==> src/rtl/uio_bot_bridge.sv <==
// rtl/uio_bot_bridge.sv - bottom-edge UIO bridge with egress/ingress FWFT FIFOs (overflow sticky under UIO_BOT_BRIDGE_OVF_EN)
module uio_bot_bridge #(
  parameter int EGRESS_DEPTH  = 8,
  parameter int INGRESS_DEPTH = 8
) (
  input  logic        UserCLK,
  input  logic        resetn,
  input  logic [19:0] UIO_BOT_FIN,
  output logic [19:0] UIO_BOT_FOUT,
  output logic [15:0] out_data,
  output logic        out_valid,
  input  logic        out_ready,
  input  logic [15:0] in_data,
  input  logic        in_valid,
  output logic        in_ready
);

  localparam int EAW = $clog2(EGRESS_DEPTH);
  localparam int ECW = EAW + 1;
  localparam int IAW = $clog2(INGRESS_DEPTH);
  localparam int ICW = IAW + 1;

  // egress: fabric -> host
  logic [15:0]    e_mem_q [EGRESS_DEPTH];
  logic [EAW-1:0] e_rd_q, e_rd_d, e_wr_q, e_wr_d;
  logic [ECW-1:0] e_cnt_q, e_cnt_d;
  logic           e_full, e_empty, e_push, e_pop;

  // ingress: host -> fabric
  logic [15:0]    i_mem_q [INGRESS_DEPTH];
  logic [IAW-1:0] i_rd_q, i_rd_d, i_wr_q, i_wr_d;
  logic [ICW-1:0] i_cnt_q, i_cnt_d;
  logic           i_empty, i_push, i_pop;
  logic           in_ready_q, in_ready_d;
  logic [15:0]    i_head;
  logic           ovf;

  // full/empty come straight from the pre-edge count, so a push while full is
  // dropped even when the host drains a word in the same cycle
  assign e_full  = (e_cnt_q == ECW'(EGRESS_DEPTH));
  assign e_empty = (e_cnt_q == '0);
  assign e_push  = UIO_BOT_FIN[16] & ~e_full;
  assign e_pop   = ~e_empty & out_ready;

  assign i_empty = (i_cnt_q == '0);
  assign i_push  = in_valid & in_ready_q;
  assign i_pop   = UIO_BOT_FIN[17] & ~i_empty;

  // egress pointer and occupancy next-state
  always_comb begin
    e_rd_d  = e_rd_q;
    e_wr_d  = e_wr_q;
    e_cnt_d = e_cnt_q;
    if (e_push) e_wr_d = e_wr_q + EAW'(1);
    if (e_pop)  e_rd_d = e_rd_q + EAW'(1);
    case ({e_push, e_pop})
      2'b10:   e_cnt_d = e_cnt_q + ECW'(1);
      2'b01:   e_cnt_d = e_cnt_q - ECW'(1);
      default: e_cnt_d = e_cnt_q;
    endcase
  end

  // ingress pointer/occupancy next-state; in_ready looks at the next count so it is registered
  always_comb begin
    i_rd_d  = i_rd_q;
    i_wr_d  = i_wr_q;
    i_cnt_d = i_cnt_q;
    if (i_push) i_wr_d = i_wr_q + IAW'(1);
    if (i_pop)  i_rd_d = i_rd_q + IAW'(1);
    case ({i_push, i_pop})
      2'b10:   i_cnt_d = i_cnt_q + ICW'(1);
      2'b01:   i_cnt_d = i_cnt_q - ICW'(1);
      default: i_cnt_d = i_cnt_q;
    endcase
    in_ready_d = (i_cnt_d < ICW'(INGRESS_DEPTH));
  end

  // pointer, count and ready registers; reset discards both FIFOs
  always_ff @(posedge UserCLK or negedge resetn) begin
    if (!resetn) begin
      e_rd_q     <= '0;
      e_wr_q     <= '0;
      e_cnt_q    <= '0;
      i_rd_q     <= '0;
      i_wr_q     <= '0;
      i_cnt_q    <= '0;
      in_ready_q <= 1'b0;
    end else begin
      e_rd_q     <= e_rd_d;
      e_wr_q     <= e_wr_d;
      e_cnt_q    <= e_cnt_d;
      i_rd_q     <= i_rd_d;
      i_wr_q     <= i_wr_d;
      i_cnt_q    <= i_cnt_d;
      in_ready_q <= in_ready_d;
    end
  end

  // storage arrays need no reset: stale words are unreachable once the pointers clear
  always_ff @(posedge UserCLK) begin
    if (e_push) e_mem_q[e_wr_q] <= UIO_BOT_FIN[15:0];
    if (i_push) i_mem_q[i_wr_q] <= in_data;
  end

`ifdef UIO_BOT_BRIDGE_OVF_EN
  logic ovf_q, ovf_d;
  logic unused_fin;
  assign unused_fin = UIO_BOT_FIN[19];

  // sticky overflow: a dropped fabric push sets it and beats a same-cycle clear
  always_comb begin
    ovf_d = ovf_q;
    if (UIO_BOT_FIN[16] && e_full) ovf_d = 1'b1;
    else if (UIO_BOT_FIN[18])      ovf_d = 1'b0;
  end

  // overflow sticky register
  always_ff @(posedge UserCLK or negedge resetn) begin
    if (!resetn) ovf_q <= 1'b0;
    else         ovf_q <= ovf_d;
  end

  assign ovf = ovf_q;
`else
  logic unused_fin;
  assign unused_fin = ^UIO_BOT_FIN[19:18];
  assign ovf        = 1'b0;
`endif

  // first-word-fall-through heads, forced to zero when empty
  assign out_data  = e_empty ? 16'h0000 : e_mem_q[e_rd_q];
  assign i_head    = i_empty ? 16'h0000 : i_mem_q[i_rd_q];
  assign out_valid = ~e_empty;
  assign in_ready  = in_ready_q;

  assign UIO_BOT_FOUT = {e_empty, ovf, ~i_empty, e_full, i_head};

endmodule

==> config.mk <==
export PLATFORM = sky130hd
export DESIGN_NAME = uio_bot_bridge
export DESIGN_NICKNAME = d
export VERILOG_FILES = /design/src/rtl/uio_bot_bridge.sv
export SDC_FILE = /design/constraint.sdc
export NUM_CORES = 1
export LEC_CHECK = 0
export BUFFER_PORTS_ARGS = -buffer_cell sky130_fd_sc_hd__buf_2
export CAP_MARGIN = 30
export CORE_UTILIZATION = 40
export CTS_CLUSTER_DIAMETER = 100
export CTS_CLUSTER_SIZE = 30
export DETAILED_ROUTE_END_ITERATION = 7
export GPL_TIMING_DRIVEN = 0
export PLACE_DENSITY = 0.66
export SYNTH_ARGS = -nofsm -noshare
export SYNTH_HDL_FRONTEND = slang
export SYNTH_SLANG_ARGS = --single-unit
export TNS_END_PERCENT = 5
==> constraint.sdc <==
create_clock -name UserCLK -period 6.85 [get_ports UserCLK]
set_clock_uncertainty 0.2 [all_clocks]
set_input_delay 0.685 -clock UserCLK [delete_from_list [all_inputs] [get_ports UserCLK]]
set_output_delay 0.685 -clock UserCLK [all_outputs]
set_load 0.01 [all_outputs]
==> flow_summary.html, run 1 <==
<table>
<tr><th>Metric</th><th>Value</th></tr>
<tr><th colspan="2">STA</th></tr>
<tr><td>Final-layout setup total negative slack</td><td>0 ps</td></tr>
<tr><td>Total count of max-transition violations in the final report</td><td>0</td></tr>
<tr><td>Measured slew at the worst slew-check pin</td><td>990 ps</td></tr>
<tr><td>Final count of negative-setup-slack endpoints</td><td>0</td></tr>
<tr><td>Least setup slack across all paths after layout</td><td>3220 ps</td></tr>
<tr><td>Remaining max-slew budget at the tightest pin</td><td>0.336</td></tr>
<tr><td>Share of the clock period used by the worst path after layout</td><td>0.530</td></tr>
<tr><td>Setup repair after global routing missed its margin</td><td>false</td></tr>
<tr><td>Highest attainable clock frequency</td><td>275 MHz</td></tr>
<tr><td>Post-route minimum period</td><td>3630 ps</td></tr>
<tr><td>Count of final hold-check violations</td><td>0</td></tr>
<tr><th colspan="2">Logic synthesis</th></tr>
<tr><td>Yosys cell types</td><td>38</td></tr>
<tr><td>Simple-gate share of the synthesized area</td><td>0.0355</td></tr>
<tr><td>Mean area per synthesized cell</td><td>20.6 sq um</td></tr>
<tr><td>Register bit total from synthesis</td><td>277</td></tr>
<tr><td>Number of standard cells after synthesis</td><td>530</td></tr>
<tr><td>Portion of netlist area occupied by mux cells</td><td>0.167</td></tr>
<tr><td>Leading area contributor after synthesis</td><td>sky130_fd_sc_hd__edfxtp_1</td></tr>
<tr><td>Post-synthesis instance area</td><td>10900 sq um</td></tr>
<tr><td>Sequential share of the synthesized area</td><td>0.752</td></tr>
<tr><td>Compound-cell area share of the yosys netlist</td><td>0.00538</td></tr>
<tr><td>Area contributors post-synth</td><td>sky130_fd_sc_hd__edfxtp_1 70%, sky130_fd_sc_hd__mux4_2 13%, sky130_fd_sc_hd__dfrtp_1 4.8%, sky130_fd_sc_hd__mux2i_1 2.9%, sky130_fd_sc_hd__nor2_1 1.5%</td></tr>
<tr><td>Adder and majority cell fraction of the synthesized area</td><td>0.0126</td></tr>
<tr><td>Synthesis warning total</td><td>0</td></tr>
<tr><td>Main combinational cell family by area after synthesis</td><td>multiplexers</td></tr>
<tr><td>Xor/xnor share of the synthesized area</td><td>0.0136</td></tr>
<tr><td>Synthesized netlist net count</td><td>581</td></tr>
<tr><td>Top-area cell type share of the netlist area</td><td>0.704</td></tr>
<tr><th colspan="2">Clock network</th></tr>
<tr><td>CTS tree</td><td>yes</td></tr>
<tr><td>Clock net sink count</td><td>277</td></tr>
<tr><td>Clock tree buffer depth</td><td>3</td></tr>
<tr><td>Deepest level of the CTS H-tree</td><td>1</td></tr>
<tr><td>CTS resizes</td><td>0</td></tr>
<tr><td>Clock-pin slew reported for the worst setup and hold paths after clock tree synthesis</td><td>110 ps</td></tr>
<tr><td>Number of buffers inserted during clock tree synthesis</td><td>13</td></tr>
<tr><td>Hold-fix buffer count after cts</td><td>1</td></tr>
<tr><td>Root Driver</td><td>sky130_fd_sc_hd__clkbuf_16</td></tr>
<tr><td>Number of post-CTS setup repair buffers</td><td>0</td></tr>
<tr><td>Clock latency of the later-clocked register in the worst-skew pair</td><td>480 ps</td></tr>
<tr><th colspan="2">Cells and area</th></tr>
<tr><td># nets final</td><td>691</td></tr>
<tr><td>Most used cells in the layout excluding fill and tap cells</td><td>256 x sky130_fd_sc_hd__edfxtp_1, 86 x sky130_fd_sc_hd__buf_2, 64 x sky130_fd_sc_hd__mux4_2</td></tr>
<tr><td>Fraction of final layout cells sized beyond drive strength 1</td><td>0.335</td></tr>
<tr><td>Most common cell after layout, fill and taps aside</td><td>sky130_fd_sc_hd__edfxtp_1</td></tr>
<tr><td>Multi-input logic area</td><td>2620 sq um</td></tr>
<tr><td>Growth of design area from synthesis to finish</td><td>13.8%</td></tr>
<tr><td>Sequential cell area</td><td>8210 sq um</td></tr>
<tr><td>Count of filler cells inserted in the layout</td><td>2258</td></tr>
<tr><th colspan="2">Power and ir drop</th></tr>
<tr><td>Proportion of total power due to net switching</td><td>0.321</td></tr>
<tr><td>Static power due to leakage</td><td>0.00423 uW</td></tr>
<tr><td>Share of power burned in the clock network</td><td>0.180</td></tr>
<tr><td>Combinational Power Share</td><td>0.369</td></tr>
<tr><td>Switching power summed over all nets</td><td>1580 uW</td></tr>
<tr><td>Worst IR drop on VDD</td><td>225 uV</td></tr>
<tr><td>Internal cell power</td><td>3340 uW</td></tr>
<tr><td>Part of the power in registers</td><td>0.451</td></tr>
<tr><td>Pwr per Cell Area</td><td>396 nW/um^2</td></tr>
<tr><th colspan="2">Placement</th></tr>
<tr><td>Worst slack after detailed placement</td><td>3700 ps</td></tr>
<tr><td>Count of input and output buffers</td><td>74</td></tr>
<tr><td>Last weighted congestion value of the routability-driven placer</td><td>0.733</td></tr>
<tr><td>HPWL after detailed placement</td><td>14400 um</td></tr>
<tr><th colspan="2">Floorplanning</th></tr>
<tr><td>Area of the die</td><td>28000 sq um</td></tr>
<tr><td>Die Y</td><td>167 um</td></tr>
<tr><td>Starting Density</td><td>0.407</td></tr>
<tr><td>I/O pins</td><td>78</td></tr>
<tr><td>Rows</td><td>60</td></tr>
<tr><td>CORE AREA</td><td>26900 sq um</td></tr>
<tr><td>Die outline width</td><td>167 um</td></tr>
<tr><th colspan="2">Global routing</th></tr>
<tr><td>Wire length of the first global-routing pass</td><td>32600 um</td></tr>
<tr><td>GRT Residual Overflow</td><td>0</td></tr>
<tr><td>Global-route usage over all layers</td><td>0.155</td></tr>
<tr><td>Pin count of the biggest net entering global routing</td><td>32</td></tr>
<tr><td>Number of antenna violations at the first check in global routing</td><td>2</td></tr>
<tr><td>Via count of the first global-routing pass</td><td>5642</td></tr>
<tr><th colspan="2">Worst setup path</th></tr>
<tr><td>Worst endpoint data arrival time</td><td>2750 ps</td></tr>
<tr><td>CP startpoint kind</td><td>register</td></tr>
<tr><td>Critical setup path kind</td><td>register to primary output</td></tr>
<tr><td>Required time of the critical path</td><td>5960 ps</td></tr>
<tr><td>Number of buffers and inverters on the critical path</td><td>3</td></tr>
<tr><td>Crit path max fanout</td><td>10</td></tr>
<tr><td>Reg2Reg Setup Slack</td><td>3720 ps</td></tr>
<tr><td>CP peak stage delay</td><td>730 ps</td></tr>
<tr><td>Cell family with most CP delay</td><td>buffers and inverters</td></tr>
<tr><td>Slowest cell on crit path</td><td>sky130_fd_sc_hd__clkbuf_1</td></tr>
<tr><td>Endpoint class of the critical path</td><td>primary output</td></tr>
<tr><td>CP cell instances</td><td>clkbuf_1, clkbuf_1, mux4_2, mux2i_1, nor2_1, buf_2</td></tr>
<tr><td>Most used cell along the critical path</td><td>sky130_fd_sc_hd__clkbuf_1</td></tr>
<tr><th colspan="2">Routing</th></tr>
<tr><td>WL/cell</td><td>21.2 um</td></tr>
<tr><td>M1 wire length</td><td>8480 um</td></tr>
<tr><td>First-pass iteration count of the detailed router</td><td>4</td></tr>
<tr><td>Wire length on met3</td><td>873 um</td></tr>
<tr><td>Highest routed metal layer</td><td>met5</td></tr>
<tr><td>Vias after detailed routing</td><td>5183</td></tr>
<tr><td>Detailed-route wire length</td><td>20900 um</td></tr>
<tr><td>Residual antenna-violating net count after detailed routing</td><td>0</td></tr>
<tr><td>Vias per cell</td><td>5.26</td></tr>
<tr><td>Drt first-iter violations</td><td>373</td></tr>
<tr><td>DRC violations left</td><td>0</td></tr>
<tr><td>Met2 wire len</td><td>11100 um</td></tr>
<tr><th colspan="2">Outcome</th></tr>
<tr><td>Result of the run</td><td>complete, no violations</td></tr>
<tr><th colspan="2">Run</th></tr>
<tr><td>Max-cap check violation count</td><td>0</td></tr>
<tr><th colspan="2">Hold path</th></tr>
<tr><td>Class of the worst hold path</td><td>input port to register</td></tr>
</table>
==> area by class of cell <==
class                      instances  area share
antenna                            1    0.000201
buffer                            28      0.0112
clock buffer                      16      0.0271
clock inverter                     3     0.00413
inverter                           3    0.000906
multi-input combinational        222       0.211
sequential                       277       0.661
tap                              341      0.0343
timing repair buffer              95      0.0505
==> Yosys cell counts, drive strengths merged <==
cell    count
mux4       64
and2        2
nor4        2
ha         11
xnor2       8
conb        1
buf        18
a21oi       4
nand3b      1
and3b       1
mux2i      32
nor2b       2
clkinv      1
o21ai       5
nand2      13
nand2b      5
xor2        9
edfxtp    256
clkbuf     10
or4         1
nor3        6
nor4b       1
and3        1
a31oi       1
inv         2
o211ai      1
mux2        5
dfrtp      21
nand3       2
nor2       43
nor3b       1
==> cell families after synthesis <==
logic type / Yosys count
AOI/OAI and AO/OA: 11
adders and majority gates: 11
buffers and inverters: 31
DFF: 277
xor gates and xnor gates: 17
other: 1
and+or+nand+nor: 81
muxes: 101
==> power by group through the flow <==
stage / logic (uW) / clock network [uW] / registers [uW]
4_1_cts: 1850 / 914 / 2220
6_report: 1820 / 888 / 2220
3_3_place_gp: 1730 / 0 / 2240
5_1_grt: 1990 / 956 / 2250
2_1_floorplan: 1220 / 0 / 2230
3_5_place_dp: 1850 / 0 / 2260
==> worst register-to-register path: cells and delay by family (launching register included) <==
family                     cells  cell delay [ps]
adders and majority gates      2              600
xor gates and xnor gates       1              170
buffers and inverters          2              210
AOI/OAI and AO/OA              2              350
DFF                            1              450
and+or+nand+nor                3             1030
==> stage by stage <==
step                instance area [sq um]  power (uW)  instances  hold WS [ps]  utilization
global placement                    11700        3970        945           273        0.436
floorplan                           10900        3450        530           189            -
detailed placement                  12000        4110        965           284        0.448
CTS                                 12400        4990        985           246        0.462
finish                              12400        4920        986           262        0.462
global route                        12400        5200        985           251        0.462
==> path summary, 6_finish.rpt <==
kind,to,startpoint,cells after the start
max,UIO_BOT_FOUT[2],i_rd_q[1],6
min,i_mem_q[7][13],in_data[13],1
max reg2reg,in_ready,register,10
min reg2reg,e_cnt_q[3],e_cnt_q[3],1
max in group asynchronous,e_cnt_q[3],resetn,2
min in group asynchronous,i_wr_q[1],resetn,2
==> flip-flops by register name (all words and copies together) (netlist names), named ones only <==
| signal | cells |
|---|---|
| i_rd_q | 3 |
| e_wr_q | 3 |
| i_cnt_q | 3 |
| i_wr_q | 3 |
| i_mem_q | 128 |
| in_ready | 1 |
| e_cnt_q | 4 |
| e_mem_q | 128 |
| e_rd_q | 3 |
==> metal layers <==
layer,vias up,global-route usage
li1,2319,-
met1,2709,0.188
met2,120,0.288
met3,33,0.0222
met4,2,0.0423
met5,-,0
No activity file was read; power rests on OpenSTA's default activity.
==> run 2, diff against run 1 <==
Settings changed: PLACE_DENSITY 0.66 to 0.68.
Clock period 6.85 ns to 3.3 ns, I/O delays scaled along.
==> run 2 against run 1 <==
Compared with the run above: worst hold slack worse by 210 ps; global-route usage is 0.17 points lower; total power is 110% higher; die area stayed put; wire length is 0.63% higher; clock power is 100% higher; design area is 3.0% higher; sequential power is 110% higher; sequential share of layout area is 1.9 points lower; critical path type unchanged; core utilization is 1.4 points higher; count of clock-buffer cells in the layout is 2 higher; via count is 2.3% higher; highest routed layer is now met4; largest cell class unchanged.
==> flow_summary.html, run 2 (synthesized netlist as in run 1, its figures left out) <==
<table>
<tr><th>Metric</th><th>Value</th></tr>
<tr><th colspan="2">Cells and area</th></tr>
<tr><td>Most common cell after layout, fill and taps aside</td><td>sky130_fd_sc_hd__edfxtp_1</td></tr>
<tr><td>Most used cells in the layout excluding fill and tap cells</td><td>256 x sky130_fd_sc_hd__edfxtp_1, 86 x sky130_fd_sc_hd__buf_2, 64 x sky130_fd_sc_hd__mux4_2</td></tr>
<tr><td># nets final</td><td>728</td></tr>
<tr><td>Growth of design area from synthesis to finish</td><td>17.2%</td></tr>
<tr><td>Top flop regs</td><td>e_mem_q: 128 flops, i_mem_q: 128 flops, e_cnt_q: 4 flops</td></tr>
<tr><td>Count of filler cells inserted in the layout</td><td>2212</td></tr>
<tr><td>Final std cells w/o fill</td><td>1023</td></tr>
<tr><td>Fraction of final layout cells sized beyond drive strength 1</td><td>0.321</td></tr>
<tr><td>N_diodes</td><td>0</td></tr>
<tr><th colspan="2">Clock network</th></tr>
<tr><td>Deepest level of the CTS H-tree</td><td>1</td></tr>
<tr><td>Clock latency of the later-clocked register in the worst-skew pair</td><td>480 ps</td></tr>
<tr><td>Root Driver</td><td>sky130_fd_sc_hd__clkbuf_16</td></tr>
<tr><td>Clock-pin slew reported for the worst setup and hold paths after clock tree synthesis</td><td>110 ps</td></tr>
<tr><td>Clock tree buffer depth</td><td>3</td></tr>
<tr><td>CTS tree</td><td>yes</td></tr>
<tr><td>Clock net sink count</td><td>277</td></tr>
<tr><td>Number of buffers inserted during clock tree synthesis</td><td>13</td></tr>
<tr><th colspan="2">Global routing</th></tr>
<tr><td>Number of antenna violations at the first check in global routing</td><td>0</td></tr>
<tr><td>Wire length of the first global-routing pass</td><td>32400 um</td></tr>
<tr><td>Global-route usage over all layers</td><td>0.153</td></tr>
<tr><td>Pin count of the biggest net entering global routing</td><td>32</td></tr>
<tr><td>Via count of the first global-routing pass</td><td>5641</td></tr>
<tr><td>GRT Residual Overflow</td><td>0</td></tr>
<tr><th colspan="2">Worst setup path</th></tr>
<tr><td>CP cell instances</td><td>clkbuf_1, buf_1, mux4_2, mux2i_1, nor2_1, buf_2</td></tr>
<tr><td>Instance count on the critical path</td><td>6</td></tr>
<tr><td>Slowest cell on crit path</td><td>sky130_fd_sc_hd__buf_1</td></tr>
<tr><td>CP startpoint kind</td><td>register</td></tr>
<tr><td>CP peak stage delay</td><td>680 ps</td></tr>
<tr><td>Capturing instance or port of the critical path</td><td>UIO_BOT_FOUT[9]</td></tr>
<tr><td>Endpoint class of the critical path</td><td>primary output</td></tr>
<tr><td>Critical setup path kind</td><td>register to primary output</td></tr>
<tr><td>Cell depth of the worst flop-to-flop path</td><td>10</td></tr>
<tr><td>Required time of the critical path</td><td>2770 ps</td></tr>
<tr><td>Critical register-to-register path endpoint</td><td>in_ready</td></tr>
<tr><td>Number of buffers and inverters on the critical path</td><td>3</td></tr>
<tr><td>Launch point of the worst path</td><td>i_rd_q[1]</td></tr>
<tr><td>Reg2Reg Setup Slack</td><td>430 ps</td></tr>
<tr><td>Cell family with most CP delay</td><td>buffers and inverters</td></tr>
<tr><td>Worst endpoint data arrival time</td><td>2660 ps</td></tr>
<tr><td>Crit path max fanout</td><td>10</td></tr>
<tr><th colspan="2">Placement</th></tr>
<tr><td>HPWL after detailed placement</td><td>14200 um</td></tr>
<tr><td>Count of input and output buffers</td><td>74</td></tr>
<tr><td>Number of cells in the design after placement</td><td>967</td></tr>
<tr><td>Last weighted congestion value of the routability-driven placer</td><td>0.724</td></tr>
<tr><th colspan="2">STA</th></tr>
<tr><td>Share of the clock period used by the worst path after layout</td><td>0.967</td></tr>
<tr><td>Final count of negative-setup-slack endpoints</td><td>0</td></tr>
<tr><td>Smallest hold slack</td><td>51.9 ps</td></tr>
<tr><td>Total count of max-transition violations in the final report</td><td>0</td></tr>
<tr><td>Setup repair after global routing missed its margin</td><td>true</td></tr>
<tr><td>Count of final hold-check violations</td><td>0</td></tr>
<tr><td>Measured slew at the worst slew-check pin</td><td>895 ps</td></tr>
<tr><td>Highest attainable clock frequency</td><td>313 MHz</td></tr>
<tr><td>Post-route minimum period</td><td>3190 ps</td></tr>
<tr><td>Remaining max-slew budget at the tightest pin</td><td>0.400</td></tr>
<tr><th colspan="2">Hold path</th></tr>
<tr><td>Worst hold path depth</td><td>4</td></tr>
<tr><td>Origin of the worst min-delay path</td><td>out_ready</td></tr>
<tr><td>Class of the worst hold path</td><td>input port to register</td></tr>
<tr><th colspan="2">Floorplanning</th></tr>
<tr><td>I/O pins</td><td>78</td></tr>
<tr><td>Rows</td><td>60</td></tr>
<tr><td>CORE AREA</td><td>26900 sq um</td></tr>
<tr><td>Die Y</td><td>167 um</td></tr>
<tr><td>Die outline width</td><td>167 um</td></tr>
<tr><td>Area of the die</td><td>28000 sq um</td></tr>
<tr><td>Starting Density</td><td>0.407</td></tr>
<tr><th colspan="2">Routing</th></tr>
<tr><td>DRC violations left</td><td>0</td></tr>
<tr><td>Drt first-iter violations</td><td>372</td></tr>
<tr><td>First-pass iteration count of the detailed router</td><td>5</td></tr>
<tr><td>Vias per cell</td><td>5.18</td></tr>
<tr><td>WL/cell</td><td>20.6 um</td></tr>
<tr><td>Detailed-route wire length</td><td>21100 um</td></tr>
<tr><td>Residual antenna-violating net count after detailed routing</td><td>0</td></tr>
<tr><td>Vias after detailed routing</td><td>5304</td></tr>
<tr><th colspan="2">Power and ir drop</th></tr>
<tr><td>Pwr per Cell Area</td><td>798 nW/um^2</td></tr>
<tr><td>Worst IR drop on VDD</td><td>378 uV</td></tr>
<tr><td>Static power due to leakage</td><td>0.00439 uW</td></tr>
<tr><th colspan="2">Run</th></tr>
<tr><td>Max-cap check violation count</td><td>0</td></tr>
<tr><th colspan="2">Outcome</th></tr>
<tr><td>Result of the run</td><td>complete, no violations</td></tr>
</table>
-- run 2: cell types whose count changed in the layout (fill, tap and decap cells not counted), moves of 2 or more --
| cell | previous run | this run |
|---|---|---|
| sky130_fd_sc_hd__buf_16 | 0 | 2 |
| sky130_fd_sc_hd__buf_6 | 9 | 12 |
| sky130_fd_sc_hd__buf_8 | 9 | 7 |
| sky130_fd_sc_hd__dlygate4sd3_1 | 1 | 34 |
-- run 2: timing repair --
action / CTS / global route
buffers inserted: 0 / 2
resized for setup: 0 / 1
setup endpoints to repair: 0 / 12
endpoints found under the hold margin: 278 / 0
hold buffers: 34 / 0
-- run 2: worst min-delay path by stage --
stage                                       to
finish                               e_rd_q[0]
floorplan           asynchronous set/reset pin
global route                         e_rd_q[0]
global placement                     i_wr_q[2]
CTS                                  e_rd_q[0]
detailed placement                   i_wr_q[2]
-- run 2: area by class of cell --
cell class                 instances  area, sq um  area share
buffer                            28          139      0.0108
clock inverter                     2         27.5     0.00215
timing repair buffer             132         1020      0.0800
inverter                           3         11.3    0.000879
clock buffer                      18          344      0.0269
sequential                       277         8210       0.641
tap                              341          427      0.0333
multi-input combinational        222         2620       0.205
-- run 2: report_power, final --
part	switching, uW	internal, uW	total [uW]	leakage [uW]
clock network	1020	759	1780	0.000176
logic	2040	1790	3830	0.00165
registers	240	4370	4610	0.00257
total	3300	6920	10200	0.00439
-- run 2: per-stage QoR --
stage / TNS [ps] / util / setup slack (ps) / power, uW / area (sq um)
finish: 0 / 0.477 / 109 / 10200 / 12800
global route: -280 / 0.477 / -86.1 / 10800 / 12800
CTS: 0 / 0.476 / 57.0 / 10300 / 12800
detailed placement: 0 / 0.449 / 84.8 / 8540 / 12100
global placement: -67910 / 0.436 / -1320 / 8240 / 11700
floorplan: 0 / - / 470 / 7160 / 10900
-- run 2: worst min-delay path, cell delays in order --
cell and delay [ps]:
sky130_fd_sc_hd__buf_2 80, sky130_fd_sc_hd__and2_4 120, sky130_fd_sc_hd__buf_6 110, sky130_fd_sc_hd__xor2_1 60
-- run 2: routing by layer --
metal  global-route usage  part of all wire  vias to the layer above
li1                     -                 -                     2403
met1                0.190              0.41                     2744
met2                0.286              0.53                      131
met3               0.0220             0.048                       26
met4               0.0287             0.012                        0
met5                    0                 0                        -
==> run 3, diff against run 2 <==
Settings changed: CTS_BUF_LIST set to sky130_fd_sc_hd__clkbuf_8 sky130_fd_sc_hd__clkbuf_16, PLACE_DENSITY 0.68 to 0.66.
Clock period 3.3 ns to 3.55 ns, I/O delays scaled along.
==> run 3 against run 2 <==
Compared with the run above: first-iteration DRC count up 5.4%; design area shrank 0.37%; clock power is 4% lower; largest power group unchanged; highest routed layer unchanged.
==> flow_summary.html, run 3 (synthesized netlist as in run 1, its figures left out) <==
<table>
<tr><th>Metric</th><th>Value</th></tr>
<tr><th colspan="2">Outcome</th></tr>
<tr><td>Result of the run</td><td>complete, no violations</td></tr>
<tr><th colspan="2">STA</th></tr>
<tr><td>Final-layout setup total negative slack</td><td>0 ps</td></tr>
<tr><td>Setup repair after global routing missed its margin</td><td>false</td></tr>
<tr><td>Final count of negative-setup-slack endpoints</td><td>0</td></tr>
<tr><td>Post-route minimum period</td><td>3280 ps</td></tr>
<tr><td>Remaining max-slew budget at the tightest pin</td><td>0.327</td></tr>
<tr><td>Count of final hold-check violations</td><td>0</td></tr>
<tr><td>Measured slew at the worst slew-check pin</td><td>1000 ps</td></tr>
<tr><td>Share of the clock period used by the worst path after layout</td><td>0.924</td></tr>
<tr><td>Total count of max-transition violations in the final report</td><td>0</td></tr>
<tr><td>Highest attainable clock frequency</td><td>305 MHz</td></tr>
<tr><th colspan="2">Worst setup path</th></tr>
<tr><td>CP peak stage delay</td><td>690 ps</td></tr>
<tr><td>Worst endpoint data arrival time</td><td>2730 ps</td></tr>
<tr><td>Launch point of the worst path</td><td>i_rd_q[1]</td></tr>
<tr><td>Crit path max fanout</td><td>10</td></tr>
<tr><td>Endpoint class of the critical path</td><td>primary output</td></tr>
<tr><td>Most used cell along the critical path</td><td>sky130_fd_sc_hd__clkbuf_1</td></tr>
<tr><td>Slowest cell on crit path</td><td>sky130_fd_sc_hd__clkbuf_1</td></tr>
<tr><td>Cell family with most CP delay</td><td>buffers and inverters</td></tr>
<tr><td>CP startpoint kind</td><td>register</td></tr>
<tr><td>Critical setup path kind</td><td>register to primary output</td></tr>
<tr><td>Required time of the critical path</td><td>2990 ps</td></tr>
<tr><td>Number of buffers and inverters on the critical path</td><td>3</td></tr>
<tr><td>Reg2Reg Setup Slack</td><td>410 ps</td></tr>
<tr><td>CP cell instances</td><td>clkbuf_1, clkbuf_1, mux4_2, mux2i_1, nor2_1, buf_2</td></tr>
<tr><th colspan="2">Clock network</th></tr>
<tr><td>Clock-pin slew reported for the worst setup and hold paths after clock tree synthesis</td><td>110 ps</td></tr>
<tr><td>Number of buffers inserted during clock tree synthesis</td><td>13</td></tr>
<tr><td>Root Driver</td><td>sky130_fd_sc_hd__clkbuf_16</td></tr>
<tr><td>Clock latency of the later-clocked register in the worst-skew pair</td><td>480 ps</td></tr>
<tr><td>CTS tree</td><td>yes</td></tr>
<tr><td>Deepest level of the CTS H-tree</td><td>1</td></tr>
<tr><td>Clock tree buffer depth</td><td>3</td></tr>
<tr><td>Clock net sink count</td><td>277</td></tr>
<tr><td>CTS resizes</td><td>0</td></tr>
<tr><td>Number of post-CTS setup repair buffers</td><td>0</td></tr>
<tr><th colspan="2">Power and ir drop</th></tr>
<tr><td>Static power due to leakage</td><td>0.00438 uW</td></tr>
<tr><td>Overall Power</td><td>9530 uW</td></tr>
<tr><td>Pwr per Cell Area</td><td>747 nW/um^2</td></tr>
<tr><td>Worst IR drop on VDD</td><td>431 uV</td></tr>
<tr><th colspan="2">Global routing</th></tr>
<tr><td>Met1 Use GR</td><td>0.191</td></tr>
<tr><td>Global-route usage over all layers</td><td>0.157</td></tr>
<tr><td>GRT Residual Overflow</td><td>0</td></tr>
<tr><td>Pin count of the biggest net entering global routing</td><td>32</td></tr>
<tr><td>Number of antenna violations at the first check in global routing</td><td>1</td></tr>
<tr><td>Met2 track utilization from global routing</td><td>0.294</td></tr>
<tr><td>Most Crowded Layer GR</td><td>met2</td></tr>
<tr><td>Wire length of the first global-routing pass</td><td>33200 um</td></tr>
<tr><td>Met3 routing resource usage after global routing</td><td>0.0194</td></tr>
<tr><td>Via count of the first global-routing pass</td><td>5804</td></tr>
<tr><th colspan="2">Floorplanning</th></tr>
<tr><td>I/O pins</td><td>78</td></tr>
<tr><td>Die outline width</td><td>167 um</td></tr>
<tr><td>CORE AREA</td><td>26900 sq um</td></tr>
<tr><td>Die Y</td><td>167 um</td></tr>
<tr><td>Area of the die</td><td>28000 sq um</td></tr>
<tr><td>Rows</td><td>60</td></tr>
<tr><td>Starting Density</td><td>0.407</td></tr>
<tr><th colspan="2">Routing</th></tr>
<tr><td>Drt first-iter violations</td><td>392</td></tr>
<tr><td>Detailed-route wire length</td><td>21100 um</td></tr>
<tr><td>First-pass iteration count of the detailed router</td><td>4</td></tr>
<tr><td>WL/cell</td><td>20.7 um</td></tr>
<tr><td>Vias per cell</td><td>5.15</td></tr>
<tr><td>Vias after detailed routing</td><td>5249</td></tr>
<tr><td>Residual antenna-violating net count after detailed routing</td><td>0</td></tr>
<tr><td>DRC violations left</td><td>0</td></tr>
<tr><th colspan="2">Cells and area</th></tr>
<tr><td>Most common cell after layout, fill and taps aside</td><td>sky130_fd_sc_hd__edfxtp_1</td></tr>
<tr><td># nets final</td><td>724</td></tr>
<tr><td>Top flop regs</td><td>e_mem_q: 128 flops, i_mem_q: 128 flops, e_cnt_q: 4 flops</td></tr>
<tr><td>Fraction of final layout cells sized beyond drive strength 1</td><td>0.319</td></tr>
<tr><td>Most used cells in the layout excluding fill and tap cells</td><td>256 x sky130_fd_sc_hd__edfxtp_1, 86 x sky130_fd_sc_hd__buf_2, 64 x sky130_fd_sc_hd__mux4_2</td></tr>
<tr><td>Growth of design area from synthesis to finish</td><td>16.8%</td></tr>
<tr><th colspan="2">Run</th></tr>
<tr><td>Max-cap check violation count</td><td>0</td></tr>
<tr><th colspan="2">Hold path</th></tr>
<tr><td>Class of the worst hold path</td><td>input port to register</td></tr>
<tr><td>Origin of the worst min-delay path</td><td>out_ready</td></tr>
<tr><th colspan="2">Placement</th></tr>
<tr><td>Last weighted congestion value of the routability-driven placer</td><td>0.733</td></tr>
<tr><td>HPWL after detailed placement</td><td>14400 um</td></tr>
<tr><td>Count of input and output buffers</td><td>74</td></tr>
</table>
-- run 3: worst reg2reg max path, cell delays in order, from the launching register on --
cell and delay, ps:
sky130_fd_sc_hd__dfrtp_1 450, sky130_fd_sc_hd__nor4_4 670, sky130_fd_sc_hd__inv_2 50, sky130_fd_sc_hd__and2_1 170, sky130_fd_sc_hd__buf_2 160, sky130_fd_sc_hd__ha_1 250, sky130_fd_sc_hd__ha_1 350, sky130_fd_sc_hd__and3_1 200
sky130_fd_sc_hd__o21ai_0 180, sky130_fd_sc_hd__o211ai_1 170, sky130_fd_sc_hd__xor2_1 170
-- run 3: final timing paths --
| check | endpoint | depth (start not counted) |
|---|---|---|
| max in group asynchronous | e_cnt_q[3] | 2 |
| min in group asynchronous | i_wr_q[1] | 2 |
| min | e_rd_q[0] | 4 |
| max reg2reg | in_ready | 10 |
| max | UIO_BOT_FOUT[7] | 6 |
| min reg2reg | e_cnt_q[3] | 1 |
-- run 3: power by group --
part | internal (uW) | switching (uW) | total [uW] | leakage (uW)
Sequential | 4060 | 222 | 4280 | 0.00257
Clock | 759 | 947 | 1710 | 0.000202
Combinational | 1640 | 1890 | 3540 | 0.00162
Total | 6460 | 3060 | 9530 | 0.00438
-- run 3: metrics by stage --
step                utilization  std cells  setup slack (ps)  cell area, sq um  hold slack, ps
floorplan                     -        530               720             10900            -141
global placement          0.436        945              -971             11700             139
detailed placement        0.448        965               404             12000             154
CTS                       0.475       1018               244             12800            75.6
global route              0.475       1019               128             12800            85.4
finish                    0.475       1019               270             12800            82.1
-- run 3: metal layers --
| metal | wire length, um | up-vias |
|---|---|---|
| li1 | - | 2387 |
| met1 | 8710 | 2729 |
| met2 | 11300 | 104 |
| met3 | 736 | 29 |
| met4 | 379 | 0 |
| met5 | 0 | - |
-- run 3: layout make-up --
cell class                 count  area (sq um)
fill                        2237         14100
sequential                   277          8210
multi-input combinational    222          2620
timing repair buffer         128           958
tap                          341           427
clock buffer                  13           325
buffer                        28           139
clock inverter                 6          62.6
inverter                       3          11.3
antenna                        1          2.50
-- run 3: what timing repair did --
action | CTS | global route
endpoints found under the hold margin | 278 | 0
hold buffers | 34 | 0
setup endpoints to repair | 0 | 0
